===== src/rtl/tlb_search_arbiter.sv =====
// tlb_search_arbiter: shares one TLB search port between IF, EX and TLBSRCH (grant -> lookup -> registered response); ports: clk/reset, {inst,data,srch}_{req,va,gnt}, cur_asid, tlb_busy, flush, s_* TLB search bus, rsp_* response
module tlb_search_arbiter #(
  parameter int TLBNUM       = 16,
  parameter int IDXW         = $clog2(TLBNUM),
  parameter int STARVE_LIMIT = 4
) (
  input  logic            clk,
  input  logic            reset,
  input  logic            inst_req,
  input  logic [31:0]     inst_va,
  output logic            inst_gnt,
  input  logic            data_req,
  input  logic [31:0]     data_va,
  output logic            data_gnt,
  input  logic            srch_req,
  input  logic [31:0]     srch_va,
  output logic            srch_gnt,
  input  logic [9:0]      cur_asid,
  input  logic            tlb_busy,
  input  logic            flush,
  output logic [18:0]     s_vppn,
  output logic            s_va_bit12,
  output logic [9:0]      s_asid,
  input  logic            s_found,
  input  logic [IDXW-1:0] s_index,
  input  logic [19:0]     s_ppn,
  input  logic [5:0]      s_ps,
  input  logic [1:0]      s_plv,
  input  logic [1:0]      s_mat,
  input  logic            s_d,
  input  logic            s_v,
  output logic            rsp_valid,
  output logic [1:0]      rsp_id,
  output logic            rsp_found,
  output logic [IDXW-1:0] rsp_index,
  output logic [19:0]     rsp_ppn,
  output logic [5:0]      rsp_ps,
  output logic [1:0]      rsp_plv,
  output logic [1:0]      rsp_mat,
  output logic            rsp_d,
  output logic            rsp_v
);
  logic [3:0]  r_starve;
  logic        r_s1_valid;
  logic [1:0]  r_s1_id;
  logic [19:0] r_s1_va;
  logic [9:0]  r_s1_asid;
  logic        w_starved;
  logic        w_any;
  logic        w_s2_next;
  logic [1:0]  w_id;
  logic [19:0] w_va;
  logic        w_unused;
  assign w_starved = r_starve == 4'(STARVE_LIMIT);
  assign srch_gnt  = !tlb_busy && srch_req;
  // once IF has starved long enough it overtakes EX, never SRCH
  assign data_gnt  = !tlb_busy && !flush && data_req && !srch_req && !(w_starved && inst_req);
  assign inst_gnt  = !tlb_busy && !flush && inst_req && !srch_req && (w_starved || !data_req);
  assign w_any     = inst_gnt || data_gnt || srch_gnt;
  assign w_id      = srch_gnt ? 2'b11 : data_gnt ? 2'b10 : 2'b01;
  assign w_va      = srch_gnt ? srch_va[31:12] : data_gnt ? data_va[31:12] : inst_va[31:12];
  // flush kills a pipeline-owned entry on its way into stage 2; SRCH entries survive
  assign w_s2_next = r_s1_valid && !(flush && r_s1_id != 2'b11);
  assign s_vppn     = r_s1_va[19:1];
  assign s_va_bit12 = r_s1_va[0];
  assign s_asid     = r_s1_asid;
  assign w_unused   = ^{inst_va[11:0], data_va[11:0], srch_va[11:0]};
  always_ff @(posedge clk or posedge reset) begin
    if (reset) begin
      r_starve   <= '0;
      r_s1_valid <= 1'b0;
      r_s1_id    <= '0;
      r_s1_va    <= '0;
      r_s1_asid  <= '0;
      rsp_valid  <= 1'b0;
      rsp_id     <= '0;
      {rsp_found, rsp_index, rsp_ppn, rsp_ps, rsp_plv, rsp_mat, rsp_d, rsp_v} <= '0;
    end else begin
      r_starve   <= (!inst_req || inst_gnt) ? 4'd0 :
                    (!flush && !tlb_busy && !w_starved) ? r_starve + 4'd1 : r_starve;
      r_s1_valid <= w_any;
      if (w_any) {r_s1_id, r_s1_va, r_s1_asid} <= {w_id, w_va, cur_asid};
      rsp_valid  <= w_s2_next;
      rsp_id     <= w_s2_next ? r_s1_id : 2'b00;
      if (w_s2_next) {rsp_found, rsp_index, rsp_ppn, rsp_ps, rsp_plv, rsp_mat, rsp_d, rsp_v} <=
        {s_found, s_index, s_ppn, s_ps, s_plv, s_mat, s_d, s_v};
    end
  end
endmodule


===== config.mk =====
export PLATFORM = sky130hd
export DESIGN_NAME = tlb_search_arbiter
export DESIGN_NICKNAME = d
export VERILOG_FILES = /design/src/rtl/tlb_search_arbiter.sv
export SDC_FILE = /design/constraint.sdc
export NUM_CORES = 1
export LEC_CHECK = 0
export ABC_AREA = 1
export CORE_MARGIN = 4
export CORE_UTILIZATION = 40
export CTS_CLUSTER_DIAMETER = 120
export CTS_CLUSTER_SIZE = 16
export DETAILED_ROUTE_END_ITERATION = 10
export HOLD_SLACK_MARGIN = 0.03
export PLACE_DENSITY = 0.86
export SKIP_CTS_REPAIR_TIMING = 1
export SLEW_MARGIN = 40
export SYNTH_ARGS = -nofsm -noshare
export SYNTH_HDL_FRONTEND = slang
export SYNTH_SLANG_ARGS = --single-unit
export TNS_END_PERCENT = 1

===== constraint.sdc =====
create_clock -name clk -period 4.2 [get_ports clk]
set_input_delay 0.63 -clock clk [delete_from_list [all_inputs] [get_ports clk]]
set_output_delay 0.63 -clock clk [all_outputs]
set_load 0.01 [all_outputs]

==> metrics.md, run 1 <==
| Metric | Value |
|---|---|
| Vias | `~3600` |
| Syn nets | `~620` |
| Setup slack, reg-to-reg | `1.67 ns` |
| Status | `completed` |
| Critical path's most frequent cell | `clkdlybuf4s50_1` |
| Average routed wire per standard cell | `about 14 µm` |
| Final setup fails | `0` |
| NumNets Final | `797` |
| Crit path kind | `in -> out` |
| Fin Setup TNS | `0 ns` |
| Yosys warning total | `0` |
| Via density | `4.76` |
| Worst Setup End Kind | `output pin` |
| Grt ovf | `0` |
| Max frequency | `345 MHz` |
| Core area | `0.00872 mm²` |
| Clk root buf | `clkbuf_8` |
| Cell taking the most area after synthesis | `dfrtp_1` |
| Critical Path Fanout Max | `8` |
| Yosys reg bits | `77` |
| Post-Syn Area per Cell | `7.71 µm²` |
| Clk sinks | `77` |
| RSZ-0062 raised after global routing | `no` |
| Top_reg_cell synth | `dfrtp_1` |
| Clock Latency Late Sink | `0.35 ns` |
| Die area | `0.0105 mm²` |
| Worst-path clk slew | `0.08 ns` |
| Minimum clock period | `between 2 and 3 ns` |
| FP Rows | `34` |
| HPWL Detailed | `7890 µm` |
| Crit-path cells | `clkdlybuf4s50_1 > nand2_1 > nor2_4 > nand2_2 > inv_2 > clkdlybuf4s50_1` |
| HP Class | `reg -> reg` |
| Critical path data required time | `3.57 ns` |
| Vias in the first global route | `3634` |
| Clock Path Buffers | `2` |
| Post-route antenna net violation count | `0` |
| Worst-Margin Slew | `0.707 ns` |
| Max rail drop VDD | `274 µV` |
| TritonRoute pass-1 iters | `4` |
| Yosys top cell area share | `53.8%` |
| Lkg Pwr | `2.85 nW` |
| Die Wd | `103 µm` |
| GPL Wtd Cong | `0.809` |
| Relative slew slack | `52.7%` |
| IO buf count | `186` |
| Clock Skew | `0.0137 ns` |
| Slowest stage delay, CP | `between 0.5 and 0.6 ns` |
| Detailed-route DRC error count | `0` |
| Fill count | `~750` |
| Die Height | `103 µm` |
| Global-route wire length before repair | `16900 µm` |
| Sequential-to-total area share from yosys stat | `between 50% and 60%` |
| Layout area overhead | `60.2%` |
| GRT Total Usage | `20.4%` |
| Initial antenna violation count | `0` |
| Max Cap Viol | `0` |
| Startpoint types | `input pin` |
| Area after DPL | `roughly 0.0055 mm²` |
| Ant. Diodes | `0` |
| Period utilisation layout | `~69%` |
| EDFF count, synth | `0` |
| PD cells | `383 mW/mm²` |
| Fraction of registers with async set/reset | `100%` |
| Critical path's slowest cell | `clkdlybuf4s50_1` |
| Slew Viols, Final | `0` |
| Initial DRC count | `85` |
| Starting Density | `around 41%` |
| Syn Std Cell Area | `roughly 0.0036 mm²` |
| IO Pins | `roughly 220` |
| Crit path max-delay family | `buffers and inverters` |
| Crit path DAT | `2.27 ns` |
| Fin area | `roughly 0.0057 mm²` |
| Cell variety after synth | `23` |
| Final hold violations | `0` |
| H-tree levels | `3` |
| Layout cell share with drive strength beyond 1 | `6.00%` |
| CTS tree | `done` |
| Pin count of the biggest net entering global routing | `50` |
| WL final | `10700 µm` |
| CP bufs+invs | `3` |
| Cell count after synthesis | `between 400 and 500` |
| Top cells by area, synth | `dfrtp_1 (54%), nand2_1 (25%), nand3_1 (6.9%), inv_1 (3.6%), nand3b_1 (1.5%)` |
| Cts bufs inserted | `9` |
==> through the flow <==
stage               utilization (%)  power (mW)  instances  hold slack [ns]  setup WS [ns]
finish                         65.8        2.20        758            0.483           1.30
global route                   65.8        2.32        758            0.507           1.19
CTS                            65.8        2.22        758            0.489           1.29
detailed placement             63.1        1.58        742            0.467           1.07
global placement               63.1        1.56        742            0.461           1.11
floorplan                         -        1.18        464            0.466           1.60
==> sequential cells by signal, summed over array words and instances, names as in the netlist <==
name        cells
r_s1_va        20
rsp_ppn        20
s_asid         10
rsp_ps          6
r_starve        4
rsp_index       4
r_s1_id         2
rsp_id          2
rsp_mat         2
rsp_plv         2
r_s1_valid      1
rsp_d           1
rsp_found       1
rsp_v           1
rsp_valid       1
==> path summary, 6_finish.rpt <==
kind | start | end | depth (start not counted)
setup reg to reg | r_starve[0]$_DFFE_PP0P_ | r_s1_va[6]$_DFFE_PP0P_ | 9
min in group asynchronous | reset | rsp_ps[2]$_DFFE_PP0P_ | 2
hold / removal | rsp_ppn[8]$_DFFE_PP0P_ | rsp_ppn[8]$_DFFE_PP0P_ | 2
max in group asynchronous | reset | rsp_ppn[15]$_DFFE_PP0P_ | 3
setup / recovery | inst_req | inst_gnt | 6
hold reg to reg | rsp_ppn[8]$_DFFE_PP0P_ | rsp_ppn[8]$_DFFE_PP0P_ | 2
==> area by class of cell <==
type,instances,area (µm²),area share (%)
inverters,40,155,2.71
well taps,108,135,2.36
multi-input cells,326,1390,24.2
repair buffers,191,1900,33.1
flip-flops and latches,77,1930,33.6
clock inverters,6,92.6,1.61
clock buffers,10,138,2.40
==> kinds of logic after synthesis <==
group / share of synthesized area, %
AOI/OAI and AO/OA: 0.559
adders and majority gates: 0.699
xor gates and xnor gates: 0.245
and+or+nand+nor: 37.3
buffers and inverters: 7.38
DFF: 53.8
==> where the power goes <==
group	switching [mW]	internal (mW)
sequential	0.0654	0.860
combinational	0.276	0.358
clock	0.283	0.355
total	0.625	1.57
==> per-layer routing <==
metal	part of all wire, %	vias up	track usage, %
li1	-	1771	-
met1	38	1690	24.1
met2	53	125	36.3
met3	6.6	20	3.86
met4	2.4	0	7.97
met5	0	-	0
==> synthesized netlist by cell type, types with 2 or more instances <==
library cell  instances
nor2_1                6
nor2_4                2
nand3_1              49
nand3b_1              7
inv_2                 6
nand2_1             243
nand4_1               2
buf_2                10
clkbuf_1              7
o21ai_0               3
nand2_2               5
inv_1                34
buf_6                 2
dfrtp_1              77
buf_4                 2
ha_1                  2
==> worst register-to-register path: cells and delay by family (launching register included) <==
| kind | cells | cell delay, ns |
|---|---|---|
| buf+inv | 2 | 0.44 |
| simple gates | 6 | 1.38 |
| flops | 1 | 0.43 |
| fa+ha+maj | 1 | 0.18 |
==> cells in the final DEF (no fill, tap or decap), types with 2 or more instances in the layout <==
master / count
buf_4: 5
bufinv_16: 2
clkbuf_8: 10
clkdlybuf4s50_1: 186
clkinvlp_4: 2
dfrtp_1: 77
ha_1: 2
inv_1: 32
inv_2: 7
inv_6: 2
nand2_1: 243
nand2_2: 5
nand3_1: 49
nand3b_1: 7
nand4_1: 2
nor2_1: 6
nor2_4: 2
o21ai_0: 3
Power figures use the tool's default switching activity.
==> run 2: changes to the inputs <==
CORE_UTILIZATION = 34   (was 40)
PLACE_DENSITY = 0.78   (was 0.86)
clock period = 2.5 ns   (was 4.2 ns; I/O delays follow)
==> metrics.md, run 2 (synthesized netlist as in run 1, its figures left out) <==
| Metric | Value |
|---|---|
| Final Hold Slack | `0.408 ns` |
| Slowest stage delay, CP | `0.54 ns` |
| Critical Path Fanout Max | `7` |
| Die area | `0.0122 mm²` |
| Clock Skew | `0.0171 ns` |
| Period utilisation layout | `92.4%` |
| Critical path's slowest cell | `clkdlybuf4s50_1` |
| Cts bufs inserted | `9` |
| PD cells | `634 mW/mm²` |
| RSZ-0062 raised after global routing | `no` |
| Crit Reg-Reg Endpoint | `r_s1_va[1]$_DFFE_PP0P_` |
| Pin count of the biggest net entering global routing | `40` |
| Initial antenna violation count | `0` |
| Final setup fails | `0` |
| Core area | `between 0.01 and 0.015 mm²` |
| Initial DRC count | `around 200` |
| CP bufs+invs | `3` |
| Crit path kind | `reg -> out` |
| Lkg Pwr | `2.90 nW` |
| Die Height | `111 µm` |
| Clk root buf | `clkbuf_8` |
| Final hold violations | `0` |
| HP Class | `in -> async` |
| Detailed-route DRC error count | `0` |
| Crit-path cells | `inv_1 > ha_1 > nand4_1 > nand2_2 > inv_1 > clkdlybuf4s50_1` |
| IO buf count | `186` |
| Vias in the first global route | `3855` |
| Crit path max-delay family | `buffers and inverters` |
| Status | `completed` |
| Max Cap Viol | `0` |
| Starting Density | `34.8%` |
| Relative slew slack | `52.8%` |
| FP Rows | `37` |
| Gr busiest metal | `met2` |
| Clock Path Buffers | `2` |
| IO Pins | `223` |
| Worst Setup End Kind | `output pin` |
| WL final | `approximately 11000 µm` |
| Most frequent cells in the layout | `nand2_1 (243), clkdlybuf4s50_1 (185), dfrtp_1 (77), nand3_1 (49), inv_1 (32)` |
| Max rail drop VDD | `323 µV` |
| GR Util met1 | `22.6%` |
| TritonRoute pass-1 iters | `6` |
| Layout cell share with drive strength beyond 1 | `6.72%` |
| Clk sinks | `77` |
| Setup slack, reg-to-reg | `0.36 ns` |
| NumNets Final | `802` |
| Met2 GRT Util | `30.2%` |
| Met3 Resource Use GR | `approximately 4.6%` |
| Vias | `3596` |
| Critical path's most frequent cell | `inv_1` |
| CTS tree | `done` |
| Global-route wire length before repair | `18400 µm` |
| Worst Reg2Reg Path Length in Cells | `9` |
| Crit path DAT | `1.94 ns` |
| GRT Total Usage | `18.2%` |
| Clock Latency Late Sink | `0.35 ns` |
| Fin Setup TNS | `0 ns` |
| Critical path data required time | `2.12 ns` |
| HPWL Detailed | `roughly 8200 µm` |
| Most common cell after layout, fill and taps aside | `nand2_1` |
| H-tree levels | `3` |
| RR Startpoint | `r_starve[0]$_DFFE_PP0P_` |
| Max frequency | `roughly 430 MHz` |
| GPL Wtd Cong | `between 0.8 and 0.9` |
| Die Wd | `111 µm` |
| Average routed wire per standard cell | `14.1 µm` |
| Ant. Diodes | `0` |
| Worst-path clk slew | `0.08 ns` |
| Worst-Margin Slew | `0.708 ns` |
| Layout area overhead | `62.5%` |
| Via density | `4.55` |
| Minimum clock period | `about 2.3 ns` |
| Slew Viols, Final | `0` |
| Startpoint types | `flop` |
| Post-route antenna net violation count | `0` |
| Grt ovf | `0` |
[run 2: layout make-up]
cell class	instances	area, µm²
Multi-Input combinational cell	327	1400
Clock inverter	7	100
Inverter	40	151
Fill cell	958	4460
Clock buffer	9	124
Tap cell	136	170
Timing Repair Buffer	195	1940
Sequential cell	77	1930
[run 2: per-layer routing]
metal | wire length [µm] | part of all wire [%]
met5 | 0 | 0
met4 | 319 | 2.9
met3 | 593 | 5.3
met2 | 5420 | 49
met1 | 4800 | 43
[run 2: stage by stage]
step	cell area [µm²]	util [%]	worst slack (ns)	instances	total power, mW
2_1_floorplan	3580	-	0.158	464	1.98
3_3_place_gp	5580	54.3	-0.103	774	2.63
3_5_place_dp	5580	54.3	-0.194	774	2.67
4_1_cts	5800	56.5	0.0387	790	3.73
5_1_grt	5820	56.6	0.0763	791	3.92
6_report	5820	56.6	0.189	791	3.69
[run 2: report_power, final]
part | internal [mW] | switching [mW]
Clock | 0.567 | 0.485
Sequential | 1.44 | 0.112
Combinational | 0.609 | 0.472
[run 2: worst max-delay path by stage]
stage                            start                      end  depth (start not counted)
5_1_grt        r_starve[0]$_DFFE_PP0P_                 data_gnt                          6
3_5_place_dp                     flush   r_s1_va[1]$_DFFE_PP0P_                         10
2_1_floorplan                    reset   r_s1_id[0]$_DFFE_PP0P_                          1
3_3_place_gp                     flush  r_s1_va[19]$_DFFE_PP0P_                         10
4_1_cts        r_starve[0]$_DFFE_PP0P_                 inst_gnt                          7
6_report       r_starve[0]$_DFFE_PP0P_                 data_gnt                          6
